### config.mk
export PLATFORM = sky130hd
export DESIGN_NAME = lcd_bus_responder
export DESIGN_NICKNAME = d
export VERILOG_FILES = /design/src/rtl/lcd_bus_responder.sv
export SDC_FILE = /design/constraint.sdc
export NUM_CORES = 1
export LEC_CHECK = 0
export CAP_MARGIN = 40
export CORE_MARGIN = 2
export CORE_UTILIZATION = 50
export CTS_CLUSTER_DIAMETER = 40
export DETAILED_ROUTE_END_ITERATION = 8
export HOLD_SLACK_MARGIN = 0.08
export PLACE_DENSITY = 0.75
export SLEW_MARGIN = 20
export SYNTH_ARGS = -nofsm -noshare
export SYNTH_HDL_FRONTEND = slang
export SYNTH_SLANG_ARGS = --single-unit
### constraint.sdc
create_clock -name clk -period 7.7 [get_ports clk]
set_input_delay 1.54 -clock clk [delete_from_list [all_inputs] [get_ports clk]]
set_output_delay 1.54 -clock clk [all_outputs]
set_load 0.01 [all_outputs]
### src/rtl/lcd_bus_responder.sv
// HD44780-compatible display-side bus responder: decodes RS/RW/E cycles, holds a 128-byte
// DDRAM, address counter and display flags, and models the busy flag.
module lcd_bus_responder #(
    parameter int unsigned BUSY_SHORT = 2000,
    parameter int unsigned BUSY_LONG  = 82000,
    parameter int unsigned CNT_W      = 17
) (
    input  logic       clk,
    input  logic       rst,
    input  logic       RS,
    input  logic       RW,
    input  logic       E,
    input  logic [7:0] D_in,
    output logic [7:0] D_out,
    output logic       D_oe,
    output logic       busy,
    output logic [6:0] ac,
    output logic       display_on,
    output logic       cursor_on,
    output logic       blink_on,
    input  logic [6:0] dbg_addr,
    output logic [7:0] dbg_data
);

    logic [1:0] e_sync, rs_sync, rw_sync;
    logic [7:0] d_s1, d_s2;
    logic       e_prev;
    logic       e_s, rs_s, rw_s, fall;

    logic [7:0] ddram [128];

    logic [6:0]       ac_q, ac_d, ac_step;
    logic             id_q, id_d;
    logic             shift_q, shift_d;
    logic             disp_q, disp_d, curs_q, curs_d, blink_q, blink_d;
    logic             busy_q, busy_d;
    logic [CNT_W-1:0] cnt_q, cnt_d;
    logic             fill_active_q, fill_active_d;
    logic [6:0]       fill_idx_q, fill_idx_d;
    logic [7:0]       d_out_q, d_out_d;

    logic       wr_en;
    logic [6:0] wr_addr;
    logic [7:0] wr_data;
    logic       accept, load_short, load_long;

    // Entry-mode shift bit is kept for completeness but drives nothing.
    logic unused_shift;
    assign unused_shift = shift_q;

    always_ff @(posedge clk or negedge rst) begin
        if (!rst) begin
            e_sync  <= '0;
            rs_sync <= '0;
            rw_sync <= '0;
            d_s1    <= '0;
            d_s2    <= '0;
            e_prev  <= 1'b0;
        end else begin
            e_sync  <= {e_sync[0], E};
            rs_sync <= {rs_sync[0], RS};
            rw_sync <= {rw_sync[0], RW};
            d_s1    <= D_in;
            d_s2    <= d_s1;
            e_prev  <= e_s;
        end
    end

    assign e_s  = e_sync[1];
    assign rs_s = rs_sync[1];
    assign rw_s = rw_sync[1];
    assign fall = e_prev & ~e_s;

    assign accept  = fall & ~rw_s & ~busy_q;
    assign ac_step = id_q ? ac_q + 7'd1 : ac_q - 7'd1;

    always_comb begin
        ac_d          = ac_q;
        id_d          = id_q;
        shift_d       = shift_q;
        disp_d        = disp_q;
        curs_d        = curs_q;
        blink_d       = blink_q;
        busy_d        = busy_q;
        cnt_d         = cnt_q;
        fill_active_d = fill_active_q;
        fill_idx_d    = fill_idx_q;
        wr_en         = 1'b0;
        wr_addr       = ac_q;
        wr_data       = d_s2;
        load_short    = 1'b0;
        load_long     = 1'b0;

        // Busy only drops once both the countdown and any clear fill are done.
        if (busy_q) begin
            if (cnt_q == '0) begin
                if (!fill_active_q) begin
                    busy_d = 1'b0;
                end
            end else begin
                cnt_d = cnt_q - 1'b1;
            end
        end

        if (fill_active_q) begin
            wr_en      = 1'b1;
            wr_addr    = fill_idx_q;
            wr_data    = 8'h20;
            fill_idx_d = fill_idx_q + 7'd1;
            if (fill_idx_q == 7'h7f) begin
                fill_active_d = 1'b0;
            end
        end

        if (fall && rw_s && rs_s) begin
            ac_d = ac_step;
        end

        if (accept) begin
            if (rs_s) begin
                wr_en      = 1'b1;
                wr_addr    = ac_q;
                wr_data    = d_s2;
                ac_d       = ac_step;
                load_short = 1'b1;
            end else if (d_s2[7]) begin
                ac_d       = d_s2[6:0];
                load_short = 1'b1;
            end else if (d_s2[6] || d_s2[5] || d_s2[4]) begin
                load_short = 1'b1;
            end else if (d_s2[3]) begin
                disp_d     = d_s2[2];
                curs_d     = d_s2[1];
                blink_d    = d_s2[0];
                load_short = 1'b1;
            end else if (d_s2[2]) begin
                id_d       = d_s2[1];
                shift_d    = d_s2[0];
                load_short = 1'b1;
            end else if (d_s2[1]) begin
                ac_d      = 7'd0;
                load_long = 1'b1;
            end else if (d_s2[0]) begin
                // Entry 0 is written now; the fill counter covers 1..127.
                ac_d          = 7'd0;
                id_d          = 1'b1;
                wr_en         = 1'b1;
                wr_addr       = 7'd0;
                wr_data       = 8'h20;
                fill_active_d = 1'b1;
                fill_idx_d    = 7'd1;
                load_long     = 1'b1;
            end
        end

        if (load_long) begin
            busy_d = 1'b1;
            cnt_d  = CNT_W'(BUSY_LONG - 1);
        end else if (load_short) begin
            busy_d = 1'b1;
            cnt_d  = CNT_W'(BUSY_SHORT - 1);
        end

        d_out_d = d_out_q;
        if (D_oe) begin
            d_out_d = rs_s ? ddram[ac_q] : {busy_q, ac_q};
        end
    end

    always_ff @(posedge clk or negedge rst) begin
        if (!rst) begin
            ac_q          <= 7'd0;
            id_q          <= 1'b1;
            shift_q       <= 1'b0;
            disp_q        <= 1'b0;
            curs_q        <= 1'b0;
            blink_q       <= 1'b0;
            busy_q        <= 1'b0;
            cnt_q         <= '0;
            fill_active_q <= 1'b0;
            fill_idx_q    <= 7'd0;
            d_out_q       <= 8'h00;
        end else begin
            ac_q          <= ac_d;
            id_q          <= id_d;
            shift_q       <= shift_d;
            disp_q        <= disp_d;
            curs_q        <= curs_d;
            blink_q       <= blink_d;
            busy_q        <= busy_d;
            cnt_q         <= cnt_d;
            fill_active_q <= fill_active_d;
            fill_idx_q    <= fill_idx_d;
            d_out_q       <= d_out_d;
        end
    end

    // DDRAM contents survive reset.
    always_ff @(posedge clk) begin
        if (wr_en) begin
            ddram[wr_addr] <= wr_data;
        end
    end

    assign D_oe       = e_s & rw_s;
    assign D_out      = d_out_q;
    assign busy       = busy_q;
    assign ac         = ac_q;
    assign display_on = disp_q;
    assign cursor_on  = curs_q;
    assign blink_on   = blink_q;
    assign dbg_data   = ddram[dbg_addr];

endmodule

==> impl_metrics.py <==
metrics = {
    "sta": {
        "finalSetupViolCount": 0,
        "timing_hold_violations_final": 0,
        "grt_setup_unrepaired": "false",
        "finalCriticalPeriod_ns": 6.53,
        "worst_pin_slew_ns": 1.10,
        "drv_slew": 0,
        "fmaxAchievable_ghz": 0.153,
        "slew_headroom_pct": 24.8,
        "fin_crit_sh_pct": 84.9,
        "fin_tns_setup_ns": 0,
        "finClkSkew_ns": 0.0372,
        "fin_ws_ns": 1.17,
    },
    "yosys": {
        "ys_ff_latch": 1092,
        "synth-compound-area-share_pct": 2.83,
        "syn-cell-area_sq_um": 51300,
        "synth_edf_count": 1024,
        "synth_xor_area_share_pct": 0.359,
        "synth_mux_area_share_pct": 27.6,
        "synth_fa_ha_area_share_pct": 0.210,
        "postSynthCellCount": 2645,
        "yosysSeqAreaShare_pct": 63.3,
        "syn-mean-instance-area_sq_um": 19.4,
        "synth.net_count": 2673,
        "yosysWarnings": 0,
        "synth_top_family_by_area": "multiplexers",
        "synthSimpleGateAreaFrac_pct": 3.69,
        "ys.flop_type": "edfxtp_1",
        "post_synth_num_cell_types": 65,
        "async_reset_ff_share_pct": 6.23,
    },
    "grt": {
        "met2_usage_pct": 45.5,
        "grtUsageMet1_pct": 39.9,
        "grt_pass1_wl_mm": 223,
        "grt_pass1_vias": 30600,
        "grt_overflow": 0,
        "use_met3_pct": 10.4,
        "gr-usage-all-layers_pct": 30.3,
        "grt_busiest_layer": "met2",
        "grt_antenna_before_repair": 7,
        "grt_max_degree": 97,
    },
    "clock_tree": {
        "ctsResizeCount": 0,
        "clk_pin_slew_worst_paths_ns": 0.06,
        "clock_path_buffers": 3,
        "post_cts_buffers": 0,
        "root_buffer": "clkbuf_16",
        "cts_hold_buf": 0,
        "cts_tree": "yes",
        "insertion_delay_ns": 0.77,
        "htreeDepth": 4,
        "clock_sinks": 1092,
        "cts_buffers": 143,
    },
    "placement": {
        "globalplace.congestion": 0.989,
        "portBuffers": 47,
        "dp_slack_ns": 1.21,
        "dp_hpwl_mm": 103,
    },
    "floorplan": {
        "die-area_sq_um": 105000,
        "die_h_microns": 324,
        "io_pins": 48,
        "rows": 117,
        "die_w_microns": 324,
        "coreArea_sq_um": 102000,
        "initial_core_util_pct": 50.4,
    },
    "critical_path": {
        "required_ns": 6.16,
        "crit_fanout": 77,
        "worst_setup_path_end_kind": "primary output",
        "startpoint_type": "input pin",
        "path_cells": "buf_8 -> buf_4 -> mux4_2 -> mux4_2 -> mux2i_1 -> a22oi_1 -> o21a_1 -> clkdlybuf4s50_1",
        "slowest_stage": "buf_4",
        "crit_buf_inv": 3,
        "cp_top_family": "buffers and inverters",
        "crit_top_cell": "mux4_2",
        "worstSetupPathType": "input pin to primary output",
        "critPathMaxStageDelay_ns": 0.52,
        "crit_arrival_ns": 4.99,
    },
    "detailed_routing": {
        "antenna_left": 0,
        "drc": 0,
        "firstDrtPassIters": 6,
        "drt_iter0_drc": 5216,
        "vias_per_cell": 7.10,
        "drt_wl_total_mm": 157,
        "vias": 30800,
        "wire_per_inst_microns": 36.2,
    },
    "cells_and_area": {
        "final_layout_size_suffix_gt1_share_pct": 36.2,
        "area_growth_syn_to_layout_pct": 16.0,
        "fin_nets": 2883,
    },
    "pwr": {
        "leakagePower_nw": 19.3,
        "power.density_nw_per_um2": 309,
        "max-vdd-ir-drop_v": 0.000248,
    },
    "outcome": {
        "status": "finished clean",
    },
    "run": {
        "drv_cap": 0,
    },
    "min_path": {
        "hp-class": "flip-flop to flip-flop",
    },
}
-- where the power goes --
part	switching, mW	total, mW	internal [mW]
sequential	0.174	6.74	6.57
clock	2.69	6.69	4.00
combinational	2.93	4.95	2.03
total	5.79	18.4	12.6
-- kinds of logic (layout without fill, tap and decap cells) --
logic type               after synthesis  count (layout)
AO/OA/AOI/OAI                        211             211
XOR/XNOR                              21              21
adder cells (fa/ha/maj)                8               8
buffers and inverters                212             537
flip-flops                          1092            1092
multiplexers                         678             678
other                                  0               4
AND/OR/NAND/NOR                      423             423
-- through the flow --
step	cell area [sq um]	std cells	power, mW	hold WS, ns	utilization, %
CTS	59100	4314	18.2	0.360	58.1
finish	59500	4342	18.4	0.357	58.4
floorplan	51300	2645	9.89	0.331	-
detailed placement	54300	4054	11.6	0.337	53.4
global placement	53300	3940	11.5	0.342	52.4
global route	59400	4338	18.8	0.362	58.4
-- cells in the mapped netlist, types with 13 or more instances --
library cell	instances	area share [%]
inv_1	13	0.095
a22oi_1	23	0.34
clkbuf_1	83	0.61
o21ai_0	29	0.28
mux2i_1	82	1.6
a21oi_1	51	0.50
nor2b_1	13	0.16
buf_2	53	0.52
edfxtp_1	1024	60
o221ai_1	20	0.34
mux4_2	586	26
nor2_1	188	1.4
nand2_1	99	0.72
dfrtp_1	67	3.3
nor3_1	22	0.21
buf_4	27	0.40
o22ai_1	15	0.18
nand3_1	28	0.27
buf_1	22	0.16
-- layout by cell type, fill, tap and decap left out, types with 11 or more instances in the layout --
cell	synthesis	routed
nand2_1	99	99
xor2_1	11	11
o21a_1	12	12
mux2i_1	82	82
o221ai_1	20	20
mux4_2	586	586
a22oi_1	23	23
o22ai_1	15	15
clkinv_1	2	16
clkinv_2	0	20
edfxtp_1	1024	1024
nand3_1	28	28
buf_12	0	20
inv_6	0	11
nor2b_1	13	11
dfrtp_1	67	63
buf_4	27	174
o21ai_0	29	28
nand2b_1	12	12
clkdlybuf4s50_1	0	41
bufinv_16	0	14
inv_1	13	13
clkinvlp_4	0	15
a21oi_1	51	50
clkbuf_1	83	15
clkbuf_16	0	146
nor2_1	188	187
nor3_1	22	22
-- cell type report --
cell class / count / area, sq um
Fill cell: 7063 / 42300
Timing Repair Buffer: 262 / 2570
Sequential cell: 1092 / 32500
Multi-Input combinational cell: 1341 / 17800
Clock inverter: 99 / 1110
Tap cell: 1368 / 1710
Inverter: 15 / 56.3
Antenna cell: 4 / 10.0
Clock buffer: 161 / 3710
-- per-layer routing --
layer | wire length (microns) | vias to the layer above
li1 | - | 11700
met3 | 22800 | 482
met1 | 53300 | 16000
met2 | 71900 | 2626
met5 | 222 | -
met4 | 9020 | 14
-- sequential cells by signal (all words and copies together), names as in the netlist, 2 cells and up --
signal	count
rs_sync	2
d_s1	8
e_sync	2
d_s2	8
D_out	8
rw_sync	2
ddram	1024
ac	7
fill_idx_q	7
cnt_q	17
-- worst paths after layout --
path / cells past startpoint / endpoint / slack (ns) / from
worst max-delay path: 8 / dbg_data[2] / 1.17 / dbg_addr[1]
worst min-delay path: 0 / d_s2[1]$_DFF_PN0_ / 0.36 / d_s1[1]$_DFF_PN0_
worst max register to register: 9 / D_out[3]$_DFFE_PN0P_ / 3.37 / ac[0]$_DFF_PN0_
worst min register to register: 0 / d_s2[1]$_DFF_PN0_ / 0.36 / d_s1[1]$_DFF_PN0_
max in group asynchronous: 2 / ac[1]$_DFF_PN0_ / 5.85 / rst
min in group asynchronous: 1 / cnt_q[14]$_DFFE_PN0P_ / 0.80 / rst
Power figures use the tool's default switching activity.
